===== src/rtl/pic_wr_ctrl.sv =====
// Picture RAM write controller: turns a UART byte stream into sequential RAM writes
// for one frame. Optional `PIC_HDR_EN requires a 0xAA header byte before each frame.
module pic_wr_ctrl #(
  parameter int PIC_SIZE    = 10000,
  parameter int ADDR_W      = 14,
  parameter int TIMEOUT_CYC = 500000
) (
  input  logic              sys_clk,
  input  logic              sys_rst_n,
  input  logic              pi_flag,
  input  logic [7:0]        pi_data,
  output logic              wr_en,
  output logic [ADDR_W-1:0] wr_addr,
  output logic [7:0]        wr_data,
  output logic              frame_done,
  output logic              pic_valid,
  output logic              busy,
  output logic              err_timeout,
  output logic [1:0]        dbg_state
);

  // Handshake: pi_flag is a valid-only strobe (the block always accepts, no ready),
  // and wr_en is a valid-only strobe toward the RAM; wr_addr/wr_data qualify it.

  localparam int CNT_W = (TIMEOUT_CYC > 1) ? $clog2(TIMEOUT_CYC) : 1;
  localparam logic [ADDR_W-1:0] LAST_ADDR = ADDR_W'(PIC_SIZE - 1);
  localparam logic [CNT_W-1:0]  CNT_LAST  = CNT_W'(TIMEOUT_CYC - 1);
`ifdef PIC_HDR_EN
  localparam logic [7:0] HDR_BYTE = 8'hAA;
`endif

  typedef enum logic [1:0] {
    IDLE = 2'd0,
    LOAD = 2'd1,
    DONE = 2'd2
  } state_t;

  state_t            state, state_n;
  logic [ADDR_W-1:0] addr, addr_n;
  logic [CNT_W-1:0]  cnt, cnt_n;
  logic              wr_en_n, frame_done_n, pic_valid_n;
  logic [ADDR_W-1:0] wr_addr_n;
  logic [7:0]        wr_data_n;
  logic              do_wr, timeout;
  logic [ADDR_W-1:0] tgt_addr;

  always_ff @(posedge sys_clk or negedge sys_rst_n) begin
    if (!sys_rst_n) begin
      state      <= IDLE;
      addr       <= '0;
      cnt        <= '0;
      wr_en      <= 1'b0;
      wr_addr    <= '0;
      wr_data    <= '0;
      frame_done <= 1'b0;
      pic_valid  <= 1'b0;
    end else begin
      state      <= state_n;
      addr       <= addr_n;
      cnt        <= cnt_n;
      wr_en      <= wr_en_n;
      wr_addr    <= wr_addr_n;
      wr_data    <= wr_data_n;
      frame_done <= frame_done_n;
      pic_valid  <= pic_valid_n;
    end
  end

  always_comb begin
    state_n      = state;
    addr_n       = addr;
    cnt_n        = '0;
    wr_en_n      = 1'b0;
    wr_addr_n    = wr_addr;
    wr_data_n    = wr_data;
    frame_done_n = 1'b0;
    pic_valid_n  = pic_valid;
    do_wr        = 1'b0;
    timeout      = 1'b0;
    tgt_addr     = addr;

    case (state)
      IDLE, DONE: begin
        if (pi_flag) begin
`ifdef PIC_HDR_EN
          if (pi_data == HDR_BYTE) begin
            state_n     = LOAD;
            addr_n      = '0;
            pic_valid_n = 1'b0;
          end
`else
          do_wr    = 1'b1;
          tgt_addr = '0;
`endif
        end
      end
      LOAD: begin
        // A byte arriving in the expiry cycle wins over the timeout.
        if (pi_flag) begin
          do_wr    = 1'b1;
          tgt_addr = addr;
        end else if (cnt == CNT_LAST) begin
          timeout     = 1'b1;
          addr_n      = '0;
          pic_valid_n = 1'b0;
          state_n     = IDLE;
        end else begin
          cnt_n = cnt + 1'b1;
        end
      end
      default: begin
        state_n = IDLE;
        addr_n  = '0;
      end
    endcase

    if (do_wr) begin
      wr_en_n     = 1'b1;
      wr_addr_n   = tgt_addr;
      wr_data_n   = pi_data;
      pic_valid_n = 1'b0;
      // Last pixel closes the frame; the address never runs past LAST_ADDR.
      if (tgt_addr == LAST_ADDR) begin
        frame_done_n = 1'b1;
        pic_valid_n  = 1'b1;
        addr_n       = '0;
        state_n      = DONE;
      end else begin
        addr_n  = tgt_addr + 1'b1;
        state_n = LOAD;
      end
    end
  end

  assign busy        = (state == LOAD);
  assign err_timeout = timeout;
  assign dbg_state   = state;

endmodule


===== config.mk =====
export PLATFORM = sky130hd
export DESIGN_NAME = pic_wr_ctrl
export DESIGN_NICKNAME = d
export VERILOG_FILES = /design/src/rtl/pic_wr_ctrl.sv
export SDC_FILE = /design/constraint.sdc
export NUM_CORES = 1
export LEC_CHECK = 0
export CAP_MARGIN = 30
export CORE_MARGIN = 5
export CORE_UTILIZATION = 25
export DETAILED_ROUTE_END_ITERATION = 12
export GPL_ROUTABILITY_DRIVEN = 0
export GPL_TIMING_DRIVEN = 1
export HOLD_SLACK_MARGIN = 0.15
export SLEW_MARGIN = 5
export SYNTH_ARGS = -nofsm -noshare
export SYNTH_HDL_FRONTEND = slang
export SYNTH_SLANG_ARGS = --single-unit

===== constraint.sdc =====
create_clock -name sys_clk -period 6.37 [get_ports sys_clk]
set_input_delay 1.5925 -clock sys_clk [delete_from_list [all_inputs] [get_ports sys_clk]]
set_output_delay 1.5925 -clock sys_clk [all_outputs]
set_load 0.02 [all_outputs]

Word-level counts from Yosys, hierarchy flattened. Cells that the tools add are included.

Bits of input ports: 11. Flip-flop bits (word level): 60.

Equal/unequal tests: 8. Add/sub/neg operators: 2. Multiplexer cells: 27. Reduce and logical (&&, ||, !) cells: 7.

Operator list (number): 14-bit 2-to-1 mux (6); 19-bit 2-to-1 mux (3); 14-bit case mux with 2 select lines (1); 19-bit by 1-bit adder with 19-bit output (second input constant) (1); 19-bit equality test (second input constant) (1); 14-bit by 1-bit adder with 14-bit output (second input constant) (1); 14-bit equality test (second input constant) (1); 1-bit 2-to-1 mux (12); 2-bit 2-to-1 mux (4); 3-bit AND reduction (2); 2-bit case mux with 2 select lines (1); 2-bit nonzero test (2); 3-bit by 1-bit inequality test with 1-bit output (second input constant) (1); 3-bit by 2-bit inequality test with 1-bit output (second input constant) (1); 3-bit OR reduction (1); 2-bit by 1-bit equality test with 1-bit output (second input constant) (1); 2-bit equality test (second input constant) (1); 2-bit logical NOT (1); 2-bit by 1-bit inequality test with 1-bit output (second input constant) (1); 2-bit inequality test (second input constant) (1); 2-bit OR reduction (1).

Logic depth before layout (Yosys ltp). Gate-level depths: netlist of the first run.

Word-level depth: 6. Depth in mapped cells: 14. Gate-level depth less buffers: 9.

Least setup slack after synthesis of the first run. No wires, ideal clock.

Kind: input-to-output. From: input pi_flag. To: output err_timeout. Arrival time: 2511 ps. Buffers on the path: 1. Data required time: 4777 ps. Setup slack: 2266 ps. Cell stages on the path: 3. Cells stage by stage: buf_2 > nor3b_1 > and3_1.

Cells in the longest elaborated chain, start to end: 2.

Ends and longest elaborated chain: start: declaration (RTL line 10) `input logic pi_flag,`; 1-bit 2-to-1 mux (RTL line 99) `if (pi_flag) begin`; 1-bit 2-to-1 mux (RTL line 82) `case (state)`; end: declaration (RTL line 18) `output logic err_timeout,`.

Every way passes these cells.

Worst setup path in the final report of the first run. Same ends and word-level chain as after synthesis.

==> results of run 1 <==
report_power, final:
part | total (W) | internal [W] | switching [W]
sequential | 0.000430 | 0.000407 | 0.0000231
clock | 0.000515 | 0.000351 | 0.000165
combinational | 0.000123 | 0.0000535 | 0.0000691
total | 0.00107 | 0.000811 | 0.000257
cell usage after synthesis, drive strengths merged, types with 3 or more instances:
master   n
and4     4
o21ai   15
a22o     6
or3      3
nand2   65
dfrtp   60
or3b     3
nand3   22
a31oi   10
clkbuf   9
nor3     7
nand4    5
a21oi    5
xor2     7
a31o     3
inv     14
buf      5
nor2    24
and3     8
xnor2   10
per-layer routing:
metal | track usage (%) | up-vias
met1 | 13.5 | 1177
met3 | 3.36 | 12
met2 | 15.9 | 54
li1 | - | 1161
met4 | 4.01 | 0
met5 | 0 | -
stage by stage:
step | cell area, um2 | power (W) | worst slack (ps) | cells
finish | 3740 | 0.00107 | 1160 | 498
global route | 3740 | 0.00112 | 994 | 498
CTS | 3740 | 0.00109 | 1170 | 498
detailed placement | 3420 | 0.000561 | 1160 | 482
global placement | 3420 | 0.000558 | 1210 | 482
floorplan | 2890 | 0.000500 | 2270 | 311
layout make-up:
cell class	count	area (um2)	share of cell area, %
clock buffer	11	243	6.50
clock inverter	5	75.1	2.01
inverter	14	52.6	1.41
multi-input combinational	223	1280	34.2
sequential	60	1500	40.2
tap	143	179	4.79
timing repair buffer	42	408	10.9
sequential cells by signal, indices dropped and copies added, names as in the netlist:
name / count
addr: 14
cnt: 19
dbg_state: 2
frame_done: 1
pic_valid: 1
wr_addr: 14
wr_data: 8
wr_en: 1
final timing paths:
kind,slack [ps],cells after the start,startpoint,to
worst max-delay path,1160,4,pi_flag,err_timeout
worst min-delay path,470,2,wr_data[1],wr_data[1]
worst max register to register,3300,8,dbg_state[0],addr[12]
worst min register to register,470,2,wr_data[1],wr_data[1]
max in group asynchronous,4420,2,sys_rst_n,wr_addr[11]
min in group asynchronous,1420,2,sys_rst_n,wr_data[6]
worst register-to-register path, stage by stage (launching register included):
cell and delay (ps):
dfrtp_1 530, nand2b_1 500, and2_1 290, ha_1 200
and3_1 230, and3_1 270, or4b_2 620, a31oi_1 190
o22ai_1 90
logic make-up after synthesis:
kind of cell / synth area share, %
AOI/OAI and AO/OA: 11.2
xor gates and xnor gates: 5.15
adders and majority gates: 0.865
buffers and inverters: 3.94
DFF: 51.9
muxes: 0.389
and+or+nand+nor: 26.5
==> flow_metrics.tcl, run 1 <==
set metrics [dict create \
    outcome "finished, final reports clean" \
    crit_path_frequent_cell "clkdlybuf4s50_1" \
    port_buffers 39 \
    power_per_cell_area_mw_per_mm2 286 \
    grt-ovfl-total 0 \
    peakVddDrop_uv 122 \
    cts_hold_buf 0 \
    layout_common_cells "nand2_1 (64), dfrtp_1 (60), clkdlybuf4s50_1 (38)" \
    fmax_ghz 0.192 \
    routedWlPerCell_um 13.7 \
    nets 363 \
    syn-instance-count 311 \
    drtPass1Iterations 4 \
    critPathBufInv 2 \
    period_minus_slack_ps 5210 \
    path_delay_family "buffers and inverters" \
    antenna_found_initial 0 \
    yosysTopAreaCell "dfrtp_1" \
    hp-class "reg2reg" \
    crit_slowest_cell "clkdlybuf4s50_1" \
    core_mm2 0.0114 \
    cts_tree "done" \
    cp.arrival_ps 3610 \
    syn-num-nets 324 \
    wl_met1_um 3290 \
    cts_setup_buffers 0 \
    die_area_mm2 0.0138 \
    clockRootBuffer "clkbuf_16" \
    cts_made_buffers 9 \
    maxCapViolCount 0 \
    grt_pass1_vias 2375 \
    die_w_um 118 \
    cts_resized 0 \
    grt_use_total_pct 10.3 \
    slew_headroom_pct 47.7 \
    grt_pass1_wl_um 11800 \
    setup_violations 0 \
    htree_levels 3 \
    wl_um 6830 \
    antenna_cells 0 \
    ys_seq_area_share_pct 51.9 \
    fin_crit_sh_pct 81.7 \
    wl_met2_um 3100 \
    synth.distinct_cells 47 \
    rows 39 \
    p_leak_nw 1.58 \
    worst-slew-pin-transition_ps 784 \
    synth_edf_count 0 \
    finalMaxSlewViolations 0 \
    end_kind "output port" \
    synth_area_leaders "dfrtp_1 (52%), nand2_1 (8.3%), nand3_1 (3.8%), nor2_1 (3.1%), xnor2_1 (3.0%)" \
    drive_gt1_share_pct 7.89 \
    clock_sinks 60 \
    hold_slack_ps 470 \
    num-fill-cells 1190 \
    rsz0062_at_grt "false" \
    clock_skew_ps 7.20 \
    ys_ff_latch 60 \
    utilization_pct 32.9 \
    dp_hpwl_um 4640 \
    start_util_pct 25.4 \
    syn_area_per_cell_um2 9.30 \
    dieHeight_um 118 \
    ant_nets 0 \
    worstPathCellList "clkdlybuf4s50_1 > nor3b_1 > and3_1 > clkdlybuf4s50_1" \
    critPathRequiredTime_ps 4780 \
    drt-initial-drc-count 197 \
    layout_commonest_cell "nand2_1" \
    path_class "in2out" \
    drc 0 \
    fin_setup_tns_ps 0 \
    syn_area_mm2 0.00289 \
    area_delta_synth_final_pct 29.2 \
    path_clk_slew_ps 50 \
    grt_max_degree 61 \
    synth_top_area_share_pct 51.9 \
    yosys_warnings 0 \
    dr_wl_met3_um 324 \
    crit_fanout 10 \
    drt-vias-per-instance 4.83 \
    route.vias.total 2404 \
    synth_flop_cell "dfrtp_1" \
    top_layer_used "met4" \
    clk_latency_ps 320 \
    final_hold_viol_count 0 \
    top_level_ports 40 \
    cpPeakStageDelay_ps 610 \
    cp-start-kind "input pin" \
    synthArstFlopShare_pct 100 \
    clk_path_buf_depth 2 \
]
Note: power is estimated with default switching activity, not from simulation.
==> inputs of run 2 (changes only) <==
==> constraint.sdc (replaced) <==
create_clock -name sys_clk -period 5.3 [get_ports sys_clk]
set_input_delay 1.325 -clock sys_clk [delete_from_list [all_inputs] [get_ports sys_clk]]
set_output_delay 1.325 -clock sys_clk [all_outputs]
set_load 0.02 [all_outputs]
==> flow_metrics.tcl, run 2 (same netlist as run 1, synthesis figures left out) <==
set metrics [dict create \
    fin_crit_sh_pct 87.7 \
    drtPass1Iterations 4 \
    drt-initial-drc-count 170 \
    antenna_found_initial 0 \
    power_per_cell_area_mw_per_mm2 323 \
    cp.arrival_ps 3320 \
    grt_pass1_wl_um 11500 \
    die_area_mm2 0.0138 \
    grt_util_met1_pct 13.4 \
    slew_headroom_pct 48.9 \
    clk_path_buf_depth 2 \
    clock_skew_ps 5.82 \
    met2_usage_pct 14.7 \
    setup_violations 0 \
    die_w_um 118 \
    path_clk_slew_ps 50 \
    ant_nets 0 \
    postPlaceCellArea_mm2 0.00342 \
    final_cells 497 \
    cp-start-kind "input pin" \
    drive_gt1_share_pct 7.34 \
    largest_register_ffs 19 \
    grt_pass1_vias 2284 \
    cts_tree "done" \
    top_regs "cnt (19), addr (14), wr_addr (14)" \
    top_level_ports 40 \
    port_buffers 39 \
    cts_resized 0 \
    antenna_cells 0 \
    area_delta_synth_final_pct 27.5 \
    grt_use_total_pct 9.98 \
    design_area_mm2 0.00369 \
    rows 39 \
    top_register "cnt" \
    drt-vias-per-instance 4.76 \
    clk_latency_ps 320 \
    core_mm2 0.0114 \
    met3_usage_pct 2.98 \
    rsz0062_at_grt "false" \
    end_kind "output port" \
    path_class "in2out" \
    nets 363 \
    outcome "finished, final reports clean" \
    cts_made_buffers 9 \
    clock_sinks 60 \
    p_leak_nw 1.56 \
    clockRootBuffer "clkbuf_16" \
    worst-slew-pin-transition_ps 767 \
    hp-class "reg2reg" \
    grt-busiest-layer "met2" \
    grt-ovfl-total 0 \
    cts_setup_buffers 0 \
    final_hold_viol_count 0 \
    fin_setup_tns_ps 0 \
    dieHeight_um 118 \
    power.total_w 0.00119 \
    critPathRequiredTime_ps 3970 \
    routedWlPerCell_um 13.4 \
    dp_hpwl_um 4510 \
    route.vias.total 2364 \
    layout_commonest_cell "nand2_1" \
    finalMaxSlewViolations 0 \
    fmax_ghz 0.215 \
    htree_levels 3 \
    placed_cells 482 \
    hold_slack_ps 471 \
    maxCapViolCount 0 \
    crit_fanout 10 \
    period_minus_slack_ps 4650 \
    start_util_pct 25.4 \
    peakVddDrop_uv 118 \
    wl_um 6660 \
    drc 0 \
    grt_max_degree 61 \
    num-fill-cells 1200 \
    cts_hold_buf 0 \
    layout_common_cells "nand2_1 (64), dfrtp_1 (60), clkdlybuf4s50_1 (38)" \
]
## run 2: stage by stage
| step | utilization (%) | setup slack, ps |
|---|---|---|
| final | 32.4 | 653 |
| after global placement | 30.1 | 661 |
| after CTS | 32.4 | 629 |
| after floorplan | - | 1640 |
| after global routing | 32.4 | 505 |
| after detailed placement | 30.1 | 645 |
## run 2: report_power, final
part / internal [W] / switching, W / total [W]
clock: 0.000337 / 0.000190 / 0.000527
combinational: 0.0000643 / 0.0000826 / 0.000147
sequential: 0.000489 / 0.0000285 / 0.000518
total: 0.000891 / 0.000301 / 0.00119
## run 2: final cells by class
type | count | area [um2] | share of cell area [%]
Multi-Input combinational cell | 223 | 1280 | 34.6
Timing Repair Buffer | 42 | 408 | 11.1
Clock inverter | 2 | 10.0 | 0.271
Tap cell | 143 | 179 | 4.85
Sequential cell | 60 | 1500 | 40.7
Inverter | 14 | 52.6 | 1.42
Clock buffer | 13 | 260 | 7.06
## run 2: worst max-delay path: stages
cell and delay [ps]:
clkdlybuf4s50_1 560, nor3b_1 560, and3_1 270, clkdlybuf4s50_1 610
## run 2: final timing paths
path,to,slack [ps],from,cells after the start
min in group asynchronous,wr_data[3],1160,sys_rst_n,2
min,wr_data[0],470,wr_data[0],2
max,err_timeout,650,pi_flag,4
max in group asynchronous,cnt[13],3630,sys_rst_n,2
min reg2reg,wr_data[0],470,wr_data[0],2
max reg2reg,addr[12],2460,dbg_state[0],8
## run 2: routing by layer
metal  up-vias  routed length (um)  share of wire [%]
met3         7                 337                5.1
met4         0                  97                1.5
li1       1161                   -                  -
met1      1137                3230                 49
met2        59                2990                 45
met5         -                   0                  0
